$ cat src/rtl/serial_add_pkg.sv
// Shared types and helpers for the bit-serial adder controller and its full-adder cell.
package serial_add_pkg;

  typedef enum logic [1:0] {
    IDLE = 2'd0,
    RUN  = 2'd1,
    DONE = 2'd2
  } state_t;

  localparam int N_DEFAULT           = 8;
  localparam int CELL_SETTLE_DEFAULT = 0;

  // Counter width helper; never returns zero so a 1-value counter still has a bit.
  function automatic int width_min1(input int n);
    return (n <= 2) ? 1 : $clog2(n);
  endfunction

endpackage

$ cat src/rtl/fa_cell.sv
// Behavioural 1-bit full adder, pin-compatible with the transistor-level cell.
module fa_cell (
  input  logic a,
  input  logic b,
  input  logic c,
  output logic s,
  output logic co
);

  assign s  = a ^ b ^ c;
  assign co = (a & b) | (a & c) | (b & c);

endmodule

$ cat src/rtl/serial_adder_ctrl.sv
// Bit-serial N-bit adder: feeds one LSB-first bit pair per slot into fa_cell,
// recirculates the carry and assembles the sum; start/busy/done handshake.
module serial_adder_ctrl
  import serial_add_pkg::*;
#(
  parameter int N           = N_DEFAULT,
  parameter int CELL_SETTLE = CELL_SETTLE_DEFAULT
) (
  input  logic         clk,
  input  logic         rst_n,
  input  logic         start,
  input  logic [N-1:0] op_a,
  input  logic [N-1:0] op_b,
  input  logic         cin,
  output logic         busy,
  output logic         done,
  output logic [N-1:0] sum,
  output logic         cout
);

  localparam int CNT_W  = width_min1(N);
  localparam int SLOT_W = width_min1(CELL_SETTLE + 1);
  localparam logic [CNT_W-1:0]  LAST_BIT  = CNT_W'(N - 1);
  localparam logic [SLOT_W-1:0] LAST_SLOT = SLOT_W'(CELL_SETTLE);

  state_t              state_reg;
  logic [N-1:0]        a_reg;
  logic [N-1:0]        b_reg;
  logic [N-1:0]        sum_sr_reg;
  logic                carry_reg;
  logic [CNT_W-1:0]    cnt_reg;
  logic [SLOT_W-1:0]   slot_reg;
  logic                cell_s;
  logic                cell_co;

  fa_cell u_cell (
    .a  (a_reg[0]),
    .b  (b_reg[0]),
    .c  (carry_reg),
    .s  (cell_s),
    .co (cell_co)
  );

  // Cell outputs are only consumed on the last cycle of a slot, after settling.
  always_ff @(posedge clk or negedge rst_n) begin
    if (!rst_n) begin
      state_reg  <= IDLE;
      a_reg      <= '0;
      b_reg      <= '0;
      sum_sr_reg <= '0;
      carry_reg  <= 1'b0;
      cnt_reg    <= '0;
      slot_reg   <= '0;
      busy       <= 1'b0;
      done       <= 1'b0;
      sum        <= '0;
      cout       <= 1'b0;
    end else begin
      case (state_reg)
        IDLE: begin
          done <= 1'b0;
          if (start) begin
            a_reg     <= op_a;
            b_reg     <= op_b;
            carry_reg <= cin;
            cnt_reg   <= '0;
            slot_reg  <= '0;
            busy      <= 1'b1;
            state_reg <= RUN;
          end
        end
        RUN: begin
          if (slot_reg == LAST_SLOT) begin
            slot_reg   <= '0;
            sum_sr_reg <= {cell_s, sum_sr_reg[N-1:1]};
            carry_reg  <= cell_co;
            a_reg      <= a_reg >> 1;
            b_reg      <= b_reg >> 1;
            cnt_reg    <= cnt_reg + 1'b1;
            if (cnt_reg == LAST_BIT) begin
              state_reg <= DONE;
            end
          end else begin
            slot_reg <= slot_reg + 1'b1;
          end
        end
        DONE: begin
          done      <= 1'b1;
          busy      <= 1'b0;
          sum       <= sum_sr_reg;
          cout      <= carry_reg;
          state_reg <= IDLE;
        end
        default: begin
          state_reg <= IDLE;
        end
      endcase
    end
  end

endmodule

$ cat config.mk
export PLATFORM = sky130hd
export DESIGN_NAME = serial_adder_ctrl
export DESIGN_NICKNAME = d
export VERILOG_FILES = /design/src/rtl/serial_add_pkg.sv /design/src/rtl/fa_cell.sv /design/src/rtl/serial_adder_ctrl.sv
export SDC_FILE = /design/constraint.sdc
export NUM_CORES = 1
export LEC_CHECK = 0
export ABC_AREA = 1
export BUFFER_PORTS_ARGS = -buffer_cell sky130_fd_sc_hd__buf_2
export CORE_MARGIN = 5
export CORE_UTILIZATION = 45
export CTS_BUF_LIST = sky130_fd_sc_hd__clkbuf_8
export DETAILED_ROUTE_END_ITERATION = 8
export PLACE_DENSITY_LB_ADDON = 0.1
export SYNTH_ARGS = -nofsm -noshare
export SYNTH_HDL_FRONTEND = slang
export SYNTH_SLANG_ARGS = --single-unit
$ cat constraint.sdc
create_clock -name clk -period 1.7 [get_ports clk]
set_clock_uncertainty 0.1 [all_clocks]
set_input_delay 0.085 -clock clk [delete_from_list [all_inputs] [get_ports clk]]
set_output_delay 0.085 -clock clk [all_outputs]
set_load 0.02 [all_outputs]
==> results.py, run 1 <==
metrics = {
    "floorplan": {
        "die_area_um2": 6070,
        "die_x_um": 77.9,
        "start_util": 0.471,
        "io-pin-count": 31,
        "coreArea_um2": 4410,
        "die_h_um": 77.9,
        "rows": 24,
    },
    "power": {
        "p_leak_nw": 1.31,
        "power_density_nw_per_um2": 1680,
        "ir_drop_mv": 0.658,
        "finalPower_mw": 4.10,
    },
    "critical_path": {
        "worstPathArrival_ns": 1.46,
        "required_ns": 1.79,
        "rrSetupSlack_ns": 0.33,
        "r2r-start": "state_reg[1]",
        "crit_fanout": 16,
        "crit_path_start_kind": "flip-flop",
        "crit_type": "flip-flop to flip-flop",
        "worstSetupEndpointType": "flip-flop",
        "reg2reg_to": "a_reg[6]",
        "ff2ff_path_depth": 6,
    },
    "sta": {
        "rsz0062_at_grt": "false",
        "max_freq_mhz": 731,
        "fin_setup_tns_ns": 0,
        "slew_viol_final": 0,
        "setup_ws_ns": 0.332,
        "hold_violations": 0,
        "finalCritPeriodShare": 0.805,
        "relSlewSlack": 0.733,
        "setup_viol": 0,
        "tightest_slew_ns": 0.401,
        "finalCriticalPeriod_ns": 1.37,
    },
    "finish": {
        "drive_above_1_share": 0.260,
        "final_nets": 300,
        "areaGrowthSynthToFinish_pct": 17.1,
        "final_common_cell": "nand2_1",
        "final_cell_mix": "nand2_1 (61), dfrtp_1 (41), inv_1 (40)",
        "fill_cells": 417,
        "multi_input_area_um2": 772,
        "ff_latch_area_um2": 1030,
        "antenna_cells": 0,
    },
    "routing": {
        "drc": 0,
        "final_antenna_net_count": 0,
        "vias": 1566,
        "wl_um": 3950,
        "wl_per_cell_um": 12.0,
        "viasPerCell": 4.76,
        "dr.first_iter.drc_count": 92,
        "drt_pre_antenna_iters": 4,
    },
    "synthesis": {
        "syn_area_per_cell_um2": 8.95,
        "syn_area_um2": 2080,
        "ys_ff_latch": 41,
        "synthesis.nets": 255,
        "yosysWarnings": 0,
        "yosysSeqAreaShare": 0.494,
        "synth_cells": 232,
        "ys_types": 23,
    },
    "flow_run": {
        "drv_cap": 0,
    },
    "hold_path": {
        "whs_path_depth": 5,
        "hp-class": "primary input to flip-flop",
        "min_from": "op_a[4]",
        "min_to": "a_reg[4]",
    },
    "clock_tree": {
        "cts_sinks": 41,
        "insertion_delay_ns": 0.29,
        "tritoncts": "done",
        "ctsHtreeMaxLevel": 2,
        "cts_buffers": 5,
        "cts_buffer_depth": 2,
        "ctsRootBufferMaster": "clkbuf_8",
        "clk_pin_slew_ns": 0.08,
    },
    "global_route": {
        "grt_usage": 0.146,
        "grt_first_pass_wirelength_um": 7310,
        "grt_start_max_net_pins": 20,
        "antenna_found_initial": 0,
        "grt_pass1_vias": 1606,
        "grt_overflow": 0,
    },
    "place": {
        "portBuffers": 30,
        "pre_cts_ws_ns": 0.335,
        "gp_congestion": 0.713,
        "hpwl_um": 2830,
    },
    "outcome": {
        "run_status": "finished clean",
    },
}
-- where the power goes --
part | total (mW) | internal [mW] | switching (mW)
Clock | 0.641 | 0.316 | 0.324
Sequential | 1.67 | 1.40 | 0.274
Combinational | 1.78 | 0.684 | 1.10
Total | 4.10 | 2.40 | 1.70
-- cell usage after synthesis --
master / number / area, um2
nand2_1: 61 / 229
dfrtp_1: 41 / 1030
inv_1: 39 / 146
nand3_1: 30 / 150
nand3_2: 17 / 170
o21ai_1: 15 / 75.1
buf_2: 4 / 20.0
buf_6: 3 / 33.8
nor2_1: 3 / 11.3
buf_12: 2 / 40.0
ha_1: 2 / 25.0
inv_4: 2 / 12.5
nand2_4: 2 / 22.5
o21ai_2: 2 / 17.5
a21oi_2: 1 / 8.76
buf_4: 1 / 7.51
buf_8: 1 / 15.0
fa_1: 1 / 20.0
inv_2: 1 / 3.75
nand2_8: 1 / 20.0
nor2_2: 1 / 6.26
nor2_4: 1 / 11.3
o21ai_0: 1 / 5.00
-- critical path: stages (launching register included) --
cell and delay, ns:
dfrtp_1 0.41, inv_4 0.11, nand2_4 0.16, buf_4 0.26, nand2_1 0.09, nand3_1 0.08, nand2_1 0.05
-- worst max-delay path by stage --
stage,startpoint,slack [ns],end,cells past startpoint
floorplan,carry_reg,0.45,carry_reg,5
detailed placement,state_reg[1],0.33,a_reg[2],6
finish,state_reg[1],0.33,a_reg[6],6
global route,state_reg[1],0.19,b_reg[2],6
global placement,state_reg[1],0.39,carry_reg,6
CTS,state_reg[1],0.32,a_reg[2],6
-- per-layer routing --
| metal | share of wire | GRT usage | vias up | routed length (um) |
|---|---|---|---|---|
| met5 | 0 | 0 | - | 0 |
| met4 | 0.013 | 0.0439 | 0 | 52 |
| met3 | 0.041 | 0.0394 | 5 | 161 |
| met2 | 0.44 | 0.231 | 26 | 1750 |
| met1 | 0.50 | 0.196 | 734 | 1990 |
| li1 | - | - | 801 | - |
-- cell families (layout without fill, tap and decap cells) --
kind of cell	count (synthesis)	count (layout)	synth area share
buf+inv	53	98	0.134
compound gates	19	19	0.0512
flops	41	41	0.494
fa+ha+maj	3	3	0.0217
simple gates	116	116	0.299
-- metrics by stage --
stage                     hold WS, ns   util  std cells  instance area (um2)
after floorplan                -0.311      -        232                 2080
after global placement        -0.0661  0.507        311                 2240
after detailed placement      -0.0640  0.507        311                 2240
after CTS                     0.00248  0.551        329                 2430
after global routing           0.0191  0.551        329                 2430
final                         0.00141  0.551        329                 2430
-- final cells by class --
cell class,instances,share of cell area
Multi-Input combinational cell,138,0.317
Timing Repair Buffer,49,0.132
Clock buffer,6,0.0340
Clock inverter,1,0.00154
Tap cell,52,0.0267
Inverter,42,0.0669
Sequential cell,41,0.422
-- what timing repair did --
| item | 4_1_cts | 5_1_grt |
|---|---|---|
| hold endpoints to repair | 51 | 0 |
| hold buffers | 11 | 0 |
| gates resized for setup | 0 | 0 |
| setup buffers | 0 | 0 |
Note: power is estimated with default switching activity, not from simulation.
==> inputs of run 2 (changes only) <==
- ABC_AREA: 1 -> 0
- clock period: 1.7 -> 1.25 ns (I/O delays scaled with it)
==> run 2 against run 1 <==
Net effect:
- the run now ends with negative setup slack left
- worst setup slack worse by 0.36 ns
- critical path depth shrank 2
- first-iteration DRC count decreased by 9.8%
- global-route usage up 1.7 points
- final cell count fell by 15%
==> results.py, run 2 <==
metrics = {
    "synthesis": {
        "synth_top_area_cell": "dfrtp_1",
        "synth_cells": 159,
        "syn_area_um2": 1760,
        "synthTopCellsByArea": "dfrtp_1 (58%), nand2_1 (6.2%), mux2_2 (5.8%)",
        "yosysSeqAreaShare": 0.582,
        "synthesis.nets": 182,
        "ys_ff_latch": 41,
        "ys_top_cells_by_count": "dfrtp_1 (41), nand2_1 (29), o22ai_1 (16)",
        "async_flop_share": 1.00,
        "synth_ff_type": "dfrtp_1",
        "yosysMostFrequentCell": "dfrtp_1",
        "synth-edff-count": 0,
        "ys_types": 24,
        "yosysWarnings": 0,
        "syn_area_per_cell_um2": 11.1,
        "synth_top_area_frac": 0.582,
    },
    "outcome": {
        "run_status": "finished, violations left",
        "violations": "negative setup slack",
    },
    "floorplan": {
        "coreArea_um2": 3720,
        "rows": 22,
        "die_h_um": 72.6,
        "die_area_um2": 5270,
        "start_util": 0.474,
        "die_x_um": 72.6,
        "io-pin-count": 31,
    },
    "critical_path": {
        "required_ns": 1.33,
        "crit_type": "flip-flop to flip-flop",
        "worstSetupEndpointType": "flip-flop",
        "crit_path_start_kind": "flip-flop",
        "ff2ff_path_depth": 4,
        "worstPathArrival_ns": 1.36,
        "crit_fanout": 6,
    },
    "routing": {
        "dr.first_iter.drc_count": 83,
        "drc": 0,
        "drt_pre_antenna_iters": 4,
        "viasPerCell": 5.39,
        "vias": 1514,
        "final_antenna_net_count": 0,
        "wl_per_cell_um": 16.3,
        "wl_um": 4580,
    },
    "global_route": {
        "grt_start_max_net_pins": 42,
        "grt_usage": 0.163,
        "use_met2": 0.259,
        "use_met3": 0.0441,
        "use_met1": 0.216,
        "grt_first_pass_wirelength_um": 6730,
        "grt_overflow": 0,
        "antenna_found_initial": 0,
        "grt_pass1_vias": 1461,
        "busiest_layer": "met2",
    },
    "finish": {
        "final_nets": 255,
        "final_cell_mix": "dfrtp_1 (40), buf_2 (30), nand2_1 (26)",
        "utilization": 0.726,
        "areaGrowthSynthToFinish_pct": 53.1,
        "final_common_cell": "dfrtp_1",
        "antenna_cells": 0,
        "drive_above_1_share": 0.515,
    },
    "clock_tree": {
        "ctsHtreeMaxLevel": 2,
        "cts_sinks": 41,
        "insertion_delay_ns": 0.29,
        "tritoncts": "done",
        "ctsRootBufferMaster": "clkbuf_8",
        "clk_pin_slew_ns": 0.08,
        "cts_buffer_depth": 2,
        "cts_buffers": 5,
    },
    "sta": {
        "max_freq_mhz": 780,
        "holdWs_ns": 0.00181,
        "hold_violations": 0,
        "finalCriticalPeriod_ns": 1.28,
        "setup_viol": 15,
        "rsz0062_at_grt": "true",
        "setup_ws_ns": -0.0319,
        "tightest_slew_ns": 0.231,
        "slew_viol_final": 0,
        "finalCritPeriodShare": 1.03,
        "fin_setup_tns_ns": -0.238,
        "relSlewSlack": 0.846,
    },
    "power": {
        "sw_frac_of_total": 0.377,
        "combPwrFrac": 0.466,
        "p_switching_mw": 2.34,
        "p_seq_frac": 0.390,
        "intPower_mw": 3.87,
        "clkPwrFrac": 0.145,
        "power_density_nw_per_um2": 2300,
        "p_leak_nw": 1.27,
        "finalPower_mw": 6.21,
        "ir_drop_mv": 1.25,
    },
    "place": {
        "portBuffers": 30,
        "gp_congestion": 0.813,
        "hpwl_um": 2630,
    },
    "hold_path": {
        "hp-class": "primary input to flip-flop",
        "whs_path_depth": 3,
    },
    "flow_run": {
        "drv_cap": 0,
    },
}
run 2: final cells by class:
class                           instances  area, um2
Tap cell                               48       60.1
Sequential cell                        41       1030
Inverter                                2       12.5
Clock buffer                            6       82.6
Clock inverter                          2       13.8
Timing Repair Buffer                   75        584
Fill cell                             264       1020
Multi-Input combinational cell        107        917
run 2: per-stage QoR:
stage                     area (um2)  worst slack [ns]  std cells
after floorplan                 1760          -0.00523        159
after global routing            2700           -0.0673        281
after CTS                       2380          -0.00870        272
after detailed placement        2080            -0.138        247
after global placement          2080           -0.0583        247
final                           2700           -0.0319        281
run 2: power by group through the flow:
stage / Combinational, mW / Clock (mW) / Sequential [mW]
4_1_cts: 2.23 / 0.923 / 2.32
3_5_place_dp: 2.07 / 0 / 2.34
2_1_floorplan: 1.22 / 0 / 2.40
5_1_grt: 3.18 / 0.985 / 2.49
6_report: 2.89 / 0.898 / 2.42
3_3_place_gp: 2.00 / 0 / 2.31
run 2: path summary, 6_finish.rpt:
path / startpoint / end / slack, ns
worst max-delay path: state_reg[0] / sum[6] / -0.03
worst min-delay path: op_b[1] / b_reg[1] / 0.002
worst max register to register: state_reg[0] / sum[6] / -0.03
worst min register to register: sum_sr_reg[0] / sum_sr_reg[0] / 0.39
max in group asynchronous: rst_n / state_reg[0] / 0.66
min in group asynchronous: rst_n / a_reg[3] / 0.18
run 2: routing by layer:
layer	wire, um	share of wire
met5	0	0
met3	212	0.046
met4	69	0.015
met2	2350	0.51
met1	1960	0.43
run 2: what timing repair did:
| action | in CTS | in global routing |
|---|---|---|
| pin swaps | 1 | 21 |
| gates cloned | 0 | 2 |
| setup buffers | 2 | 7 |
| gates resized for setup | 10 | 51 |
| hold buffers | 15 | 0 |
| hold endpoints to repair | 55 | 0 |
| setup endpoints to repair | 36 | 32 |
run 2: cells by family (layout without fill, tap and decap cells):
group,count (synthesis),after routing,synth area share
compound gates,42,42,0.163
fa+ha+maj,3,3,0.0256
buf+inv,13,85,0.0469
flops,41,41,0.582
mux,9,9,0.0575
simple gates,51,53,0.124
run 2: critical path, stage by stage, from the launching register on:
cell     delay, ns
dfrtp_2       0.44
buf_6         0.16
inv_6         0.05
nand2_4       0.09
mux2_2        0.33
